==> config.mk <==
export PLATFORM = sky130hd
export DESIGN_NAME = multichannel_frequency_counter_flat
export DESIGN_NICKNAME = d
export VERILOG_FILES = /design/src/rtl/multichannel_frequency_counter_pkg.sv /design/src/rtl/multichannel_frequency_counter_if.sv /design/src/rtl/multichannel_frequency_counter_edge_counter_channel.sv /design/src/rtl/multichannel_frequency_counter.sv /design/src/flat_wrapper.sv
export SDC_FILE = /design/constraint.sdc
export NUM_CORES = 1
export LEC_CHECK = 0
export ABC_CLOCK_PERIOD_IN_PS = 3100
export CORE_UTILIZATION = 51
export CTS_CLUSTER_DIAMETER = 150
export DETAILED_ROUTE_END_ITERATION = 7
export GPL_TIMING_DRIVEN = 1
export PLACE_DENSITY = 0.7
export SLEW_MARGIN = 20
export SYNTH_ARGS = -nofsm -noshare
export SYNTH_HDL_FRONTEND = slang
export SYNTH_HIERARCHICAL = 1
export SYNTH_SLANG_ARGS = --single-unit
==> constraint.sdc <==
create_clock -name clock -period 3.1 [get_ports clock]
set_input_delay 0.62 -clock clock [delete_from_list [all_inputs] [get_ports clock]]
set_output_delay 0.62 -clock clock [all_outputs]
set_load 0.005 [all_outputs]
==> src/rtl/multichannel_frequency_counter_pkg.sv <==
// Shared definitions for the multichannel frequency counter: stream FSM states,
// gate-length arithmetic and the counter saturation value.
package frequency_counter_pkg;

  typedef enum logic {
    IDLE   = 1'b0,
    STREAM = 1'b1
  } stream_state_t;

  // Gate length in clock cycles for a given minimum-gate exponent and selector.
  function automatic logic [31:0] gate_length(input int log2_min_gate, input logic [1:0] gate_sel);
    return 32'd1 << (log2_min_gate + int'(gate_sel));
  endfunction

  function automatic logic [63:0] saturation_max(input int counter_width);
    return (counter_width >= 64) ? 64'hFFFF_FFFF_FFFF_FFFF : ((64'd1 << counter_width) - 64'd1);
  endfunction

endpackage

==> src/rtl/multichannel_frequency_counter_if.sv <==
// Result stream of the frequency counter: one word per channel over valid/ready.
interface multichannel_frequency_counter_if #(
  parameter int COUNTER_WIDTH         = 24,
  parameter int LOG2_OF_CHANNEL_INDEX = 2
);

  logic [COUNTER_WIDTH-1:0]         result_value;
  logic                             result_overflow;
  logic [LOG2_OF_CHANNEL_INDEX-1:0] result_channel;
  logic                             result_valid;
  logic                             result_ready;

  modport master (
    output result_value,
    output result_overflow,
    output result_channel,
    output result_valid,
    input  result_ready
  );

  modport slave (
    input  result_value,
    input  result_overflow,
    input  result_channel,
    input  result_valid,
    output result_ready
  );

endinterface

==> src/rtl/multichannel_frequency_counter_edge_counter_channel.sv <==
// One measured input: 2-flop synchroniser, rising-edge detect and a saturating
// edge counter with a sticky overflow bit, cleared at gate end unless totalizing.
module edge_counter_channel
  import frequency_counter_pkg::*;
#(
  parameter int COUNTER_WIDTH = 24
) (
  input  logic                     clock,
  input  logic                     resetb,
  input  logic                     i_signal,
  input  logic                     i_gate_clear,
  output logic [COUNTER_WIDTH-1:0] o_count,
  output logic                     o_overflow
);

  localparam logic [COUNTER_WIDTH-1:0] MAX_COUNT = COUNTER_WIDTH'(saturation_max(COUNTER_WIDTH));
  localparam logic [COUNTER_WIDTH-1:0] ONE       = COUNTER_WIDTH'(1);

  logic                     r_sync1;
  logic                     r_sync2;
  logic                     r_prev;
  logic [COUNTER_WIDTH-1:0] r_count;
  logic                     r_overflow;
  logic                     w_edge;

  assign w_edge = r_sync2 & ~r_prev;

  // An edge seen in the gate_end cycle is carried into the freshly cleared gate.
  always_ff @(posedge clock or negedge resetb) begin
    if (!resetb) begin
      r_sync1    <= 1'b0;
      r_sync2    <= 1'b0;
      r_prev     <= 1'b0;
      r_count    <= '0;
      r_overflow <= 1'b0;
    end else begin
      r_sync1 <= i_signal;
      r_sync2 <= r_sync1;
      r_prev  <= r_sync2;
      if (i_gate_clear) begin
        r_count    <= w_edge ? ONE : '0;
        r_overflow <= 1'b0;
      end else if (w_edge) begin
        if (r_count == MAX_COUNT) begin
          r_overflow <= 1'b1;
        end else begin
          r_count <= r_count + ONE;
        end
      end
    end
  end

  assign o_count    = r_count;
  assign o_overflow = r_overflow;

endmodule

==> src/rtl/multichannel_frequency_counter.sv <==
// Multichannel frequency counter: common gate timer, per-channel edge counters,
// gate-end snapshot and a valid/ready stream of one word per channel.
module multichannel_frequency_counter
  import frequency_counter_pkg::*;
#(
  parameter int NUMBER_OF_CHANNELS    = 4,
  parameter int COUNTER_WIDTH         = 24,
  parameter int LOG2_OF_MIN_GATE      = 20,
  parameter int LOG2_OF_CHANNEL_INDEX = 2
) (
  input  logic                          clock,
  input  logic                          resetb,
  input  logic [NUMBER_OF_CHANNELS-1:0] signal_in,
  input  logic [1:0]                    gate_select,
  input  logic                          totalize,
  input  logic                          clear_overrun,
  multichannel_frequency_counter_if.master result_if,
  output logic                          gate_end,
  output logic                          overrun
);

  localparam int GATE_WIDTH = LOG2_OF_MIN_GATE + 3;
  localparam logic [LOG2_OF_CHANNEL_INDEX-1:0] LAST_INDEX = LOG2_OF_CHANNEL_INDEX'(NUMBER_OF_CHANNELS - 1);

  logic [GATE_WIDTH-1:0]            r_gate_count;
  logic [1:0]                       r_gate_select;
  logic [GATE_WIDTH-1:0]            w_gate_last;
  logic                             w_gate_end;

  logic [COUNTER_WIDTH-1:0]         w_count [NUMBER_OF_CHANNELS];
  logic [NUMBER_OF_CHANNELS-1:0]    w_overflow;
  logic [COUNTER_WIDTH-1:0]         r_snap_value [NUMBER_OF_CHANNELS];
  logic [NUMBER_OF_CHANNELS-1:0]    r_snap_overflow;

  stream_state_t                    r_state;
  logic [LOG2_OF_CHANNEL_INDEX-1:0] r_index;
  logic [LOG2_OF_CHANNEL_INDEX-1:0] w_next_index;
  logic                             r_valid;
  logic [COUNTER_WIDTH-1:0]         r_result_value;
  logic                             r_result_overflow;
  logic                             r_overrun;
  logic                             w_accept;
  logic                             w_last_word;
  logic                             w_take_snapshot;

  assign w_gate_last = GATE_WIDTH'(gate_length(LOG2_OF_MIN_GATE, r_gate_select) - 32'd1);
  assign w_gate_end  = (r_gate_count == w_gate_last);

  // The selector is latched only at gate end so a running gate is never cut short.
  always_ff @(posedge clock or negedge resetb) begin
    if (!resetb) begin
      r_gate_count  <= '0;
      r_gate_select <= 2'd0;
    end else if (w_gate_end) begin
      r_gate_count  <= '0;
      r_gate_select <= gate_select;
    end else begin
      r_gate_count <= r_gate_count + GATE_WIDTH'(1);
    end
  end

  for (genvar g = 0; g < NUMBER_OF_CHANNELS; g++) begin : g_channel
    edge_counter_channel #(
      .COUNTER_WIDTH(COUNTER_WIDTH)
    ) u_channel (
      .clock       (clock),
      .resetb      (resetb),
      .i_signal    (signal_in[g]),
      .i_gate_clear(w_gate_end & ~totalize),
      .o_count     (w_count[g]),
      .o_overflow  (w_overflow[g])
    );
  end

  assign w_accept        = r_valid & result_if.result_ready;
  assign w_last_word     = (r_index == LAST_INDEX);
  assign w_next_index    = r_index + LOG2_OF_CHANNEL_INDEX'(1);
  assign w_take_snapshot = w_gate_end & ((r_state == IDLE) | (w_accept & w_last_word));

  // A gate end that lands on the final accepted word restarts the stream instead of overrunning.
  always_ff @(posedge clock or negedge resetb) begin
    if (!resetb) begin
      r_state           <= IDLE;
      r_index           <= '0;
      r_valid           <= 1'b0;
      r_result_value    <= '0;
      r_result_overflow <= 1'b0;
      r_overrun         <= 1'b0;
      r_snap_overflow   <= '0;
      for (int i = 0; i < NUMBER_OF_CHANNELS; i++) begin
        r_snap_value[i] <= '0;
      end
    end else begin
      if (w_gate_end & ~w_take_snapshot) begin
        r_overrun <= 1'b1;
      end else if (clear_overrun) begin
        r_overrun <= 1'b0;
      end

      if (w_take_snapshot) begin
        for (int i = 0; i < NUMBER_OF_CHANNELS; i++) begin
          r_snap_value[i] <= w_count[i];
        end
        r_snap_overflow   <= w_overflow;
        r_state           <= STREAM;
        r_index           <= '0;
        r_valid           <= 1'b1;
        r_result_value    <= w_count[0];
        r_result_overflow <= w_overflow[0];
      end else if (w_accept) begin
        if (w_last_word) begin
          r_state <= IDLE;
          r_valid <= 1'b0;
        end else begin
          r_index           <= w_next_index;
          r_result_value    <= r_snap_value[w_next_index];
          r_result_overflow <= r_snap_overflow[w_next_index];
        end
      end
    end
  end

  assign result_if.result_value    = r_result_value;
  assign result_if.result_overflow = r_result_overflow;
  assign result_if.result_channel  = r_index;
  assign result_if.result_valid    = r_valid;
  assign gate_end                  = w_gate_end;
  assign overrun                   = r_overrun;

endmodule

==> src/flat_wrapper.sv <==
// flat-port wrapper written by rule: the top's interface ports become plain ports
module multichannel_frequency_counter_flat import frequency_counter_pkg::*;
#(
  parameter int NUMBER_OF_CHANNELS    = 4,
  parameter int COUNTER_WIDTH         = 24,
  parameter int LOG2_OF_MIN_GATE      = 20,
  parameter int LOG2_OF_CHANNEL_INDEX = 2
)
  (clock, resetb, signal_in, gate_select, totalize, clear_overrun, gate_end, overrun, result_if_result_value, result_if_result_overflow, result_if_result_channel, result_if_result_valid, result_if_result_ready);
  multichannel_frequency_counter_if #(.COUNTER_WIDTH(COUNTER_WIDTH), .LOG2_OF_CHANNEL_INDEX(LOG2_OF_CHANNEL_INDEX)) result_if_i ();
  input  logic clock;
  input  logic resetb;
  input  logic [NUMBER_OF_CHANNELS-1:0] signal_in;
  input  logic [1:0] gate_select;
  input  logic totalize;
  input  logic clear_overrun;
  output logic gate_end;
  output logic overrun;
  output wire logic [$bits(result_if_i.result_value)-1:0] result_if_result_value;
  output wire logic [$bits(result_if_i.result_overflow)-1:0] result_if_result_overflow;
  output wire logic [$bits(result_if_i.result_channel)-1:0] result_if_result_channel;
  output wire logic [$bits(result_if_i.result_valid)-1:0] result_if_result_valid;
  input wire logic [$bits(result_if_i.result_ready)-1:0] result_if_result_ready;
  assign result_if_result_value = result_if_i.result_value;
  assign result_if_result_overflow = result_if_i.result_overflow;
  assign result_if_result_channel = result_if_i.result_channel;
  assign result_if_result_valid = result_if_i.result_valid;
  assign result_if_i.result_ready = result_if_result_ready;
  multichannel_frequency_counter #(.NUMBER_OF_CHANNELS(NUMBER_OF_CHANNELS), .COUNTER_WIDTH(COUNTER_WIDTH), .LOG2_OF_MIN_GATE(LOG2_OF_MIN_GATE), .LOG2_OF_CHANNEL_INDEX(LOG2_OF_CHANNEL_INDEX)) u_core (.clock(clock), .resetb(resetb), .signal_in(signal_in), .gate_select(gate_select), .totalize(totalize), .clear_overrun(clear_overrun), .result_if(result_if_i), .gate_end(gate_end), .overrun(overrun));
endmodule
==> results.ini <==
[run_status]
status = finished, violations left
violations = negative hold slack

[synth]
synth_nets = 1129
yosys_warnings = 6
synth_enable_flop_cells = 0
synthFlopType = dfrtp_1
synth_area_per_cell_um2 = 11.59
synth_largest_area_cell = dfrtp_1
synth_seq_cells = 266
synth_top_area_share_pct = 51.66
synth_cells = 1112
yosysUniqueCellTypes = 48
syn_area_um2 = 12890
synth_seq_area_share_pct = 51.66
yosys-top-cells-area = dfrtp_1 (52%), mux2_2 (9.2%), xnor2_1 (4.8%)
async_flop_share_pct = 100.0

[sta]
rsz0062_at_grt = no
finalSetupTns_ns = 0
setup_viol = 0
hold_viol_final = 2
fin_crit_ns = 3.030
finalCritPeriodShare_pct = 97.75
worstMarginPinSlew_ns = 0.8594
timing.hold.ws_ns = -0.002260
fmax_mhz = 330.0
fin_skew_ns = 0.01470
report.final.slew_viol_count = 0
slew_headroom_pct = 42.39

[clock_network]
postCtsHoldBufs = 0
tritoncts = done
htree_levels = 1
clkSinkCount = 266
path_clk_slew_ns = 0.06
cts_max_path_buffers = 3
numCtsBuffers = 29
root_buffer = clkbuf_16
clk_latency_ns = 0.53

[finish]
post-route-util_pct = 60.30
final_common_cell = dfrtp_1
drive_above_1_share_pct = 21.30
antenna_cells = 0
syn_to_final_growth_pct = 14.81
final_cell_mix = dfrtp_1 (265), mux2_2 (105), nor2_1 (95)
nets = 1164

[critical_path]
crit_path_end_kind = primary output
cp_data_required_time_ns = 2.48
cp-start-kind = flop
worstPathMaxFanout = 3
path_buf_inv = 2
arrival_ns = 2.41
cpMostUsedCell = nand2_2
crit_chain = or3_1 > o32a_1 > nand2_2 > nand2_2 > clkinv_1 > clkdlybuf4s50_1
cp_top_family = simple AND/OR/NAND/NOR gates
worstSetupPathType = reg -> out
max_stage_delay_ns = 0.49
cp_slowest_cell = clkdlybuf4s50_1

[place]
hpwl_um = 18820
port_buffers = 40
gp_congestion = 0.8545

[power]
seqPwrFrac_pct = 46.3
pwr-share-comb_pct = 15.5
p_leak_uw = 0.006182
switching_share_pct = 28.05
p_per_area_nw_per_um2 = 616.9
p_int_uw = 6566
switching_power_uw = 2560
clock_power_share_pct = 38.2
ir_drop_mv = 0.4916

[grt]
antenna_found_initial = 0
grt_pass1_wl_um = 45330
grt_max_degree = 105
grt_use_total_pct = 22.09
grt_overflow = 0
grt_pass1_vias = 8333

[floorplanning]
fp-row-count = 57
start_util_pct = 52.52
core_area_um2 = 24530
boundaryPins = 41
dieWidth_um = 161.0
die_area_um2 = 25910
die-height_um = 161.0

[drt]
drt_iter0_drc = 631
ant_nets = 0
drc = 0
dr_total_vias = 8732
drt_first_pass_iters = 5
drt-total-wl_um = 28220
via_per_inst = 5.849
routedWlPerCell_um = 18.90

[run]
drv_cap = 0

[hold_path]
min-delay-path-class = in -> async

-- per-stage QoR --
stage               hold WS, ns  area [um^2]  instances  power (uW)  setup WS, ns
detailed placement       0.3347        13740       1436        5704        0.3547
floorplan                0.3244        12890       1112        5119        0.7761
finish                -0.002260        14790       1493        9126       0.06967
global route            0.01914        14790       1493        9536      0.001795
global placement         0.3326        13740       1436        5676        0.4168
CTS                    0.001546        14760       1492        9230       0.02157
-- state kept, by name (all words and copies together), names as in the netlist --
signal and cells:
u_core/r_snap_value 96, u_core/result_if.result_valid 1, u_core/g_channel.u_channel/r_sync2 4, u_core/result_if.result_overflow 1
u_core/r_gate_count 23, u_core/g_channel.u_channel/o_overflow 4, u_core/g_channel.u_channel/r_prev 4, u_core/r_gate_select 2
u_core/g_channel.u_channel/o_count 96, u_core/r_snap_overflow 4, u_core/result_if.result_value 24, u_core/overrun 1
u_core/result_if.result_channel 2, u_core/g_channel.u_channel/r_sync1 4
-- worst paths after layout --
check,from,endpoint,slack [ns],cells after the start
worst max-delay path,u_core/r_gate_select[1]$_DFFE_PN0N_,gate_end,0.07,6
worst min-delay path,resetb,u_core/g_channel[1].u_channel/r_prev$_DFF_PN0_,-0.002,1
worst max register to register,u_core/r_gate_count[11]$_DFF_PN0_,u_core/result_if.result_value[21]$_DFFE_PN0P_,0.36,7
worst min register to register,u_core/g_channel[1].u_channel/r_sync1$_DFF_PN0_,u_core/g_channel[1].u_channel/r_sync2$_DFF_PN0_,0.34,0
max in group asynchronous,resetb,u_core/g_channel[2].u_channel/o_count[1]$_DFFE_PN0P_,2.30,2
min in group clock,u_core/g_channel[1].u_channel/r_sync1$_DFF_PN0_,u_core/g_channel[1].u_channel/r_sync2$_DFF_PN0_,0.34,0
-- cell families (layout without fill, tap and decap cells) --
logic type	after synthesis	after routing	share of synthesized area, %
xor+xnor	82	82	5.573
mux	183	183	17.66
buf+inv	100	157	3.476
simple gates	344	344	14.39
flops	266	266	51.66
fa+ha+maj	6	6	0.5826
compound gates	131	131	6.661
-- power groups by stage --
stage / logic (uW) / registers [uW] / clock network, uW
6_report: 1420 / 4220 / 3490
5_1_grt: 1560 / 4270 / 3710
4_1_cts: 1440 / 4210 / 3580
3_5_place_dp: 1430 / 4270 / 0
3_3_place_gp: 1410 / 4260 / 0
2_1_floorplan: 996 / 4120 / 0
-- synth_stat cells, types with 2 or more instances --
library cell and number:
a2111oi_1 4, a211oi_1 24, a211oi_4 2, a21boi_0 4, a21o_1 2, a21o_4 4, a21oi_1 53, a22o_1 3
a31oi_1 4, and2_1 4, and3_1 13, and4_1 14, and4_2 4, buf_1 6, buf_2 19, buf_4 5
buf_6 4, clkbuf_1 29, dfrtp_1 266, ha_1 6, inv_1 36, mux2_2 105, mux2i_1 53, mux4_2 25
nand2_1 59, nand2b_1 9, nand2b_4 4, nand3_1 27, nand3_2 4, nand4_1 43, nand4b_1 5, nor2_1 96
nor2b_1 6, nor3_1 16, nor4_1 6, o21ai_0 27, or3_1 23, or4_2 4, or4_4 5, xnor2_1 70
xor2_1 12
-- repair_timing --
action,in CTS,in global routing
pin swaps,2,2
setup buffers,3,1
setup endpoints to repair,1,1
gates resized for setup,2,6
-- layout make-up --
type                            instances  area (um^2)
Multi-Input combinational cell        746         5861
Timing Repair Buffer                   67        745.7
Clock inverter                         12        135.1
Tap cell                              324        405.4
Sequential cell                       266         6658
Clock buffer                           41        850.8
Inverter                               37        138.9
Fill cell                            1986         9739
-- worst reg2reg max path: cells and delay by family (launching register included) --
kind,cells,cell delay [ns]
compound gates,1,0.27
mux,2,0.46
flops,1,0.40
buf+inv,2,0.53
simple gates,2,0.95
-- layer usage --
layer / up-vias / global-route usage (%) / wire, um
met5: - / 0 / 0
met4: 0 / 6.647 / 795
met3: 51 / 2.608 / 1254
met2: 210 / 34.91 / 13210
met1: 4411 / 32.06 / 12960
li1: 4060 / - / -
Note: power is estimated with default switching activity, not from simulation.
